**config.mk**
```make
export PLATFORM = sky130hd
export DESIGN_NAME = hazard_control_unit
export DESIGN_NICKNAME = d
export VERILOG_FILES = /design/src/rtl/hazard_pkg.sv /design/src/rtl/mem_wait_timer.sv /design/src/rtl/hazard_control_unit.sv
export SDC_FILE = /design/constraint.sdc
export NUM_CORES = 1
export LEC_CHECK = 0
export CORE_MARGIN = 10
export CORE_UTILIZATION = 35
export CTS_CLUSTER_DIAMETER = 120
export DETAILED_ROUTE_END_ITERATION = 10
export GPL_ROUTABILITY_DRIVEN = 0
export GPL_TIMING_DRIVEN = 0
export HOLD_SLACK_MARGIN = 0.1
export MAX_ROUTING_LAYER = met4
export PLACE_DENSITY = 0.77
export SYNTH_ARGS = -nofsm -noshare
export SYNTH_HDL_FRONTEND = slang
export SYNTH_SLANG_ARGS = --single-unit
```
**constraint.sdc**
```tcl
create_clock -name clk -period 1.6 [get_ports clk]
set_input_delay 0.32 -clock clk [delete_from_list [all_inputs] [get_ports clk]]
set_output_delay 0.32 -clock clk [all_outputs]
set_load 0.01 [all_outputs]
```
**src/rtl/hazard_pkg.sv**
```systemverilog
// Shared types and constants for the pipeline hazard controller.
// Optional performance counters in the top level are enabled with HAZARD_PERF_EN.
package hazard_pkg;

    typedef logic [0:0] hz_state_t;

    localparam hz_state_t RUN      = 1'b0;
    localparam hz_state_t MEM_WAIT = 1'b1;

    localparam int         MEM_TIMEOUT_DEFAULT = 16;
    localparam logic [4:0] REG_X0              = 5'h00;

    // Load in E whose destination feeds a source of the instruction in D; x0 never hazards.
    function automatic logic load_use_hit(
        input logic [4:0] rd_e,
        input logic [4:0] rs1_d,
        input logic [4:0] rs2_d,
        input logic       mem_read_e
    );
        return mem_read_e && (rd_e != REG_X0) && ((rd_e == rs1_d) || (rd_e == rs2_d));
    endfunction

endpackage

```
**src/rtl/mem_wait_timer.sv**
```systemverilog
// Data-memory wait-state machine: freezes the pipeline while an access is pending,
// forcing release after MEM_TIMEOUT stalled cycles and latching a sticky error.
//
// state    | meaning
// ---------+-------------------------------------------------------------
// RUN      | no access outstanding, wait_cnt = 0
// MEM_WAIT | access in M stalled; wait_cnt = stalled cycles so far
module mem_wait_timer
    import hazard_pkg::*;
#(
    parameter int MEM_TIMEOUT = MEM_TIMEOUT_DEFAULT
) (
    input  logic clk,
    input  logic reset,
    input  logic mem_req,
    input  logic mem_ready,
    output logic mem_stall,
    output logic mem_err
);

    localparam int               CNT_W     = $clog2(MEM_TIMEOUT + 1);
    localparam logic [CNT_W-1:0] CNT_LIMIT = CNT_W'(MEM_TIMEOUT);
    localparam logic [CNT_W-1:0] CNT_ONE   = CNT_W'(1);

    hz_state_t        state_q, state_d;
    logic [CNT_W-1:0] wait_cnt_q, wait_cnt_d;
    logic             mem_err_q, mem_err_d;
    logic             pending;
    logic             timeout_hit;

    always_comb begin
        pending     = mem_req & ~mem_ready;
        mem_stall   = pending & (wait_cnt_q < CNT_LIMIT);
        timeout_hit = pending & (wait_cnt_q == CNT_LIMIT);
    end

    // Any cycle without a stall (ready, timeout or withdrawn request) ends the wait.
    always_comb begin
        state_d    = state_q;
        wait_cnt_d = wait_cnt_q;
        mem_err_d  = mem_err_q | timeout_hit;
        case (state_q)
            RUN: begin
                if (mem_stall) begin
                    state_d    = MEM_WAIT;
                    wait_cnt_d = CNT_ONE;
                end else begin
                    wait_cnt_d = '0;
                end
            end
            MEM_WAIT: begin
                if (mem_stall) begin
                    wait_cnt_d = wait_cnt_q + CNT_ONE;
                end else begin
                    state_d    = RUN;
                    wait_cnt_d = '0;
                end
            end
        endcase
    end

    always_ff @(posedge clk) begin
        if (reset) begin
            state_q    <= RUN;
            wait_cnt_q <= '0;
            mem_err_q  <= 1'b0;
        end else begin
            state_q    <= state_d;
            wait_cnt_q <= wait_cnt_d;
            mem_err_q  <= mem_err_d;
        end
    end

    assign mem_err = mem_err_q;

endmodule

```
**src/rtl/hazard_control_unit.sv**
```systemverilog
// Stall/flush generation for the 5-stage RV32 pipeline (load-use, taken branch, memory wait).
// Define HAZARD_PERF_EN to add the StallCount/FlushCount performance counters.
module hazard_control_unit
    import hazard_pkg::*;
#(
    parameter int MEM_TIMEOUT = MEM_TIMEOUT_DEFAULT
) (
    input  logic        clk,
    input  logic        reset,
    input  logic [4:0]  Rs1_D,
    input  logic [4:0]  Rs2_D,
    input  logic [4:0]  RD_E,
    input  logic        MemReadE,
    input  logic        PCSrcE,
    input  logic        MemReqM,
    input  logic        MemReadyM,
    output logic        StallF,
    output logic        StallD,
    output logic        StallE,
    output logic        StallM,
    output logic        FlushD,
    output logic        FlushE,
    output logic        FlushW,
    output logic        MemErr
`ifdef HAZARD_PERF_EN
    ,
    output logic [31:0] StallCount,
    output logic [31:0] FlushCount
`endif
);

    logic mem_stall_raw;
    logic mem_stall;
    logic lw_stall;

    mem_wait_timer #(
        .MEM_TIMEOUT (MEM_TIMEOUT)
    ) u_mem_wait_timer (
        .clk       (clk),
        .reset     (reset),
        .mem_req   (MemReqM),
        .mem_ready (MemReadyM),
        .mem_stall (mem_stall_raw),
        .mem_err   (MemErr)
    );

    // A taken branch flushes D anyway, so it masks the load-use stall.
    always_comb begin
        mem_stall = mem_stall_raw & ~reset;
        lw_stall  = load_use_hit(RD_E, Rs1_D, Rs2_D, MemReadE) & ~PCSrcE;
    end

    always_comb begin
        StallF = 1'b0;
        StallD = 1'b0;
        StallE = 1'b0;
        StallM = 1'b0;
        FlushD = 1'b0;
        FlushE = 1'b0;
        FlushW = 1'b0;
        if (reset) begin
            StallF = 1'b0;
        end else if (mem_stall) begin
            StallF = 1'b1;
            StallD = 1'b1;
            StallE = 1'b1;
            StallM = 1'b1;
            FlushW = 1'b1;
        end else begin
            StallF = lw_stall;
            StallD = lw_stall;
            FlushD = PCSrcE;
            FlushE = lw_stall | PCSrcE;
        end
    end

`ifdef HAZARD_PERF_EN
    logic [31:0] stall_count_q, stall_count_d;
    logic [31:0] flush_count_q, flush_count_d;

    always_comb begin
        stall_count_d = stall_count_q + 32'(StallF);
        flush_count_d = flush_count_q + 32'(FlushE);
    end

    always_ff @(posedge clk) begin
        if (reset) begin
            stall_count_q <= '0;
            flush_count_q <= '0;
        end else begin
            stall_count_q <= stall_count_d;
            flush_count_q <= flush_count_d;
        end
    end

    assign StallCount = stall_count_q;
    assign FlushCount = flush_count_q;
`endif

endmodule

```
[Word level (Yosys, flattened, before mapping)]
Index checks and enable logic that the tools add are counted.
Storage, ports and cells
  output and inout port bits: 8
  input bits: 21
  register bits: 7
  logic and storage cells: 35
Cells by class
  muxes and demuxes: 12
  reductions and logical operators: 4
  equality and inequality tests: 3
  add/subtract/negate cells: 1
  bitwise gates (word level): 11
  order comparisons: 1
Operators with widths (number)
  5-bit equality test: 2
  1-bit two-way mux: 10
  5-bit one-hot mux with 2 select lines: 1
  5-bit by 1-bit adder with 5-bit output (second input constant): 1
  1-bit AND: 5
  5-bit equality test (second input constant): 1
  5-bit < comparator (second input constant): 1
  5-bit two-way mux: 1
  5-bit nonzero test: 1
  1-bit NOT: 4
  1-bit logical AND: 2
  1-bit OR: 2
  1-bit logical OR: 1

[Depth between registers and ports, before layout]
  depth in word-level cells: 7
  mapped depth: 6

[Hierarchy]
A second synthesis with hierarchy kept.
Unflattened totals
  cells, all modules: 55
  area, all modules: 484.2 um2
By module, submodules not included
  mem_wait_timer: area each 296.5 um2, times used 1, seq. area each 140.1 um2, cells an instance 28
  hazard_control_unit: area each 187.7 um2, times used 1, seq. area each 0.0 um2, cells an instance 27

[Worst setup path after synthesis]
OpenSTA, ideal clock, no wires.
  kind: input-to-output
  start point: in RD_E[3]
  end point: out StallF
  setup slack: -0.264 ns
  data required time: 1.280 ns
  stages on the path: 5
  arrival: 1.544 ns
  path through: xor2_1 > nor3_2 > a22oi_1 > o41ai_1 > buf_4
Between the ends
  longest elaborated chain between the ends: 6
  elaborated cells on any way between the ends: 9
RTL lines
  from (decl): line hazard_control_unit.sv:12  | input logic [4:0] RD_E,
  5-bit equality test / 5-bit nonzero test (equally long branches): line hazard_pkg.sv:20  | return mem_read_e && (rd_e != REG_X0) && ((rd_e == rs1_d) || (rd_e == rs2_d));
  1-bit logical OR / 1-bit logical AND (equally long branches): line hazard_pkg.sv:20
  1-bit logical AND (*): line hazard_pkg.sv:20
  1-bit AND (*): line hazard_control_unit.sv:50  | lw_stall = load_use_hit(RD_E, Rs1_D, Rs2_D, MemReadE) & ~PCSrcE;
  1-bit two-way mux (*) (2 in a row)
  to (decl): line hazard_control_unit.sv:17  | output logic StallF,
Every way passes the cells marked *; elsewhere a longest branch is shown, timed or not.

[Worst setup path in the final report]
  start point: in RD_E[2]
  end point: out StallF
Between the ends
  longest elaborated chain between the ends: 6
  elaborated cells on any way between the ends: 9
RTL lines
  5-bit equality test / 5-bit nonzero test (equally long branches): line hazard_pkg.sv:20
  1-bit logical OR / 1-bit logical AND (equally long branches): line hazard_pkg.sv:20
  1-bit logical AND (*): line hazard_pkg.sv:20
  1-bit AND (*): line hazard_control_unit.sv:50
  1-bit two-way mux (*): line hazard_control_unit.sv:63  | end else if (mem_stall) begin
  1-bit two-way mux (*): line hazard_control_unit.sv:61  | if (reset) begin
Marks and branches as above.

==> results.md <==
| Parameter | Value |
| --- | --- |
| Cts bufs inserted | 3 |
| Synth area leader | sky130_fd_sc_hd__dfxtp_1 |
| Initial standard-cell utilization of the core | 0.363 |
| Routed WL | 1390 um |
| Number of enable flip-flop cells after synthesis | 0 |
| Maximum clock path buffer count | 2 |
| Count of state elements after synthesis | 7 |
| Global Route Usage Sum | 0.0950 |
| Power share of the sequential group | 0.366 |
| Data required time of the worst path | 1.28 ns |
| Port buffer count | 28 |
| Antenna diode instance count | 0 |
| Clock-pin transition on the worst setup and hold timing paths | 0.05 ns |
| Ratio of routed vias to standard cells | 4.80 |
| Nets@finish | 119 |
| Worst ir drop on vdd | 0.333 mV |
| Net switching share of the total power | 0.271 |
| Die area | 3190 um^2 |
| TritonRoute pass-1 iters | 4 |
| Fraction of power consumed by combinational cells | 0.294 |
| Io pins | 29 |
| Critical setup path kind | in2out |
| Detailed-route wire length per cell | 12.7 um |
| Count of final max-slew check failures | 0 |
| Portion of the clock cycle consumed by the worst path in the final layout | 1.13 |
| Clk pwr share | 0.340 |
| Pin count of the biggest net entering global routing | 6 |
| Area fraction in compound gates after synthesis | 0.0751 |
| Mux cell area share after synthesis | 0 |
| Per-instance average area after synthesis | 8.33 um^2 |
| DRT iter0 DRCs | 6 |
| Cell variety after synth | 19 |
| Worst-case clock skew | 0.00326 ns |
| Post-Synth XOR/XNOR Area | 0.244 |
| Vias in the first global route | 565 |
| Mapped cell area | 467 um^2 |
| Number of violations of the max-capacitance limit | 0 |
| Type of the most critical hold path | reg2reg |
| Leak pwr | 0.423 nW |
| Most frequently used cell type in the post-synthesis netlist | sky130_fd_sc_hd__xor2_1 |
| Setup violations, final | 3 |
| Minimum clock period | 1.80 ns |
| Biggest cell delay along the critical path | 0.53 ns |
| Wire length of the first global-routing pass | 2420 um |
| Final-report hold violation count | 0 |
| Synth-to-layout area growth | 88.2% |
| Die Width | 56.5 um |
| Power Internal | 0.000351 W |
| CP max stage cell | sky130_fd_sc_hd__or4_4 |
| Worst Tran Pin Value | 0.281 ns |
| Violated checks | setup timing |
| F_max | 0.554 GHz |
| Placed standard-cell area | 790 um^2 |
| Predominant post-synthesis flop cell | sky130_fd_sc_hd__dfxtp_1 |
| Cell area power density | 549 nW/um^2 |
| CP arrival | 1.48 ns |
| Fill cells | 113 |
| Worst path cell trace | buf_8 -> or4_4 -> o21ai_4 -> o41ai_4 -> buf_4 -> buf_6 |
| Global route total overflow | 0 |
| Final design utilization | 0.684 |
| CP Launch Type | input port |
| Hold Path Depth | 1 |
| Yosys warning count | 0 |
| Synthesized-area fraction occupied by adder cells | 0.0536 |
| DRC | 0 |
| Share of synthesized area occupied by flip-flops and latches | 0.300 |
| PnR worst setup slack | -0.204 ns |
| Post-DRT Antenna Nets | 0 |
| Count of vias placed by the detailed router | 528 |
| Total core area | 1280 um^2 |
| Simple logic cell fraction of the synthesized area | 0.239 |
| Net Count, Synth | 79 |
| Leading post-synthesis cells by instance count | sky130_fd_sc_hd__xor2_1 (12), sky130_fd_sc_hd__nor2_1 (8), sky130_fd_sc_hd__dfxtp_1 (7) |
| Setup repair after global routing missed its margin | true |
| Number of cell rows | 13 |
| Total area of multi-input combinational cells | 350 um^2 |
| Combinational family with the most area after synthesis | XOR/XNOR gates |
| Reg2reg path depth | 7 |
| DP HPWL | 1110 um |
| Proportion of netlist area held by the largest area contributor | 0.300 |
| Source-to-sink clock delay at the later pin of the worst-skew pair | 0.25 ns |
| Die Span Y | 56.5 um |
| Worst rel slew slack | 0.813 |
| Ratio of cells with drive above 1 in the final layout | 0.442 |
| Outcome | finished, violations left |
| Initial antenna violation count | 0 |
| Maximum fanout along the worst path | 2 |
| Num Clock Sinks | 7 |
| Count of hold buffers inserted by post-cts repair | 0 |
| TritonCTS clock tree | yes |
| Final Cell Area | 878 um^2 |
| Proportion of register bits with asynchronous set or reset after synthesis | 0 |
| Reported net switching power | 0.000131 W |
| Clk Tree Root Cell | sky130_fd_sc_hd__clkbuf_4 |
| Area taken by flip-flops and latches | 144 um^2 |
| H-tree level count | 1 |
| Synthesized netlist cell count | 56 |
| Leading post-synthesis cells by cell area | sky130_fd_sc_hd__dfxtp_1 (30%), sky130_fd_sc_hd__xor2_1 (23%), sky130_fd_sc_hd__nor2_1 (6.4%) |
| Kind of capture point of the worst setup path | primary output |
[kinds of logic (layout without fill, tap and decap cells)]
group | after synthesis | in the layout
and+or+nand+nor | 21 | 21
xor gates and xnor gates | 13 | 13
buffers and inverters | 8 | 47
DFF | 7 | 7
AOI/OAI and AO/OA | 5 | 5
adders and majority gates | 2 | 2
[flip-flops by register name, indices dropped and copies added, names as in the netlist]
register	flops
u_mem_wait_timer.mem_err	1
u_mem_wait_timer.state_q	1
u_mem_wait_timer.wait_cnt_q	5
[cell usage in the layout (no fill, tap or decap), drive strengths merged, types with 2 or more instances in the layout]
master	instances
inv	5
nor3	2
nand2b	2
buf	26
ha	2
nor2	8
o41ai	2
dlygate4sd2	6
clkbuf	5
dfxtp	7
clkdlybuf4s50	2
nand2	3
nand3	2
xor2	12
clkdlybuf4s15	3
[layer usage]
layer	vias to the layer above	wire length [um]	global-route usage
met5	-	0	-
met4	0	7	0.0309
met3	2	110	0.0472
met2	28	738	0.165
met1	238	537	0.0893
li1	260	-	-
[final cells by class]
class / instances / share of cell area
Tap cell: 15 / 0.0214
Buffer: 3 / 0.0299
Multi-Input combinational cell: 41 / 0.399
Sequential cell: 7 / 0.164
Clock buffer: 4 / 0.0299
Inverter: 5 / 0.0214
Timing Repair Buffer: 35 / 0.335
[worst max-delay path, delay by kind of cell]
kind	cells	cell delay, ns
buffers and inverters	3	0.34
AO/OA/AOI/OAI	2	0.28
AND/OR/NAND/NOR	1	0.53
[power groups by stage]
stage	logic [W]	registers (W)	clock network, W
2_1_floorplan	0.0000517	0.000182	0
3_3_place_gp	0.000132	0.000182	0
3_5_place_dp	0.000134	0.000182	0
4_1_cts	0.000135	0.000178	0.000170
5_1_grt	0.000155	0.000177	0.000185
6_report	0.000142	0.000176	0.000164
[worst paths after layout]
path / from / end / slack [ns]
worst max-delay path: RD_E[2] / StallF / -0.20
worst max register to register: u_mem_wait_timer.wait_cnt_q[4] / u_mem_wait_timer.wait_cnt_q[3] / 0.35
worst min register to register: u_mem_wait_timer.state_q / u_mem_wait_timer.wait_cnt_q[0] / 0.44
worst min-delay path: u_mem_wait_timer.state_q / u_mem_wait_timer.wait_cnt_q[0] / 0.44
[metrics by stage]
step	TNS [ns]	hold slack [ns]	total power [W]	instances	setup slack [ns]
2_1_floorplan	-0.0635	0.392	0.000233	56	-0.0635
3_3_place_gp	-6.72	0.438	0.000313	99	-1.07
3_5_place_dp	-7.05	0.439	0.000316	99	-1.12
4_1_cts	-0.549	0.441	0.000483	109	-0.218
5_1_grt	-0.756	0.476	0.000516	110	-0.231
6_report	-0.489	0.440	0.000482	110	-0.204
[repair_timing]
| action | in CTS | in global routing |
|---|---|---|
| pin swaps | 17 | 3 |
| gates resized for setup | 93 | 13 |
| buffers inserted | 6 | 1 |
| endpoints found under the setup margin | 7 | 7 |
Note: power is estimated with default switching activity, not from simulation.
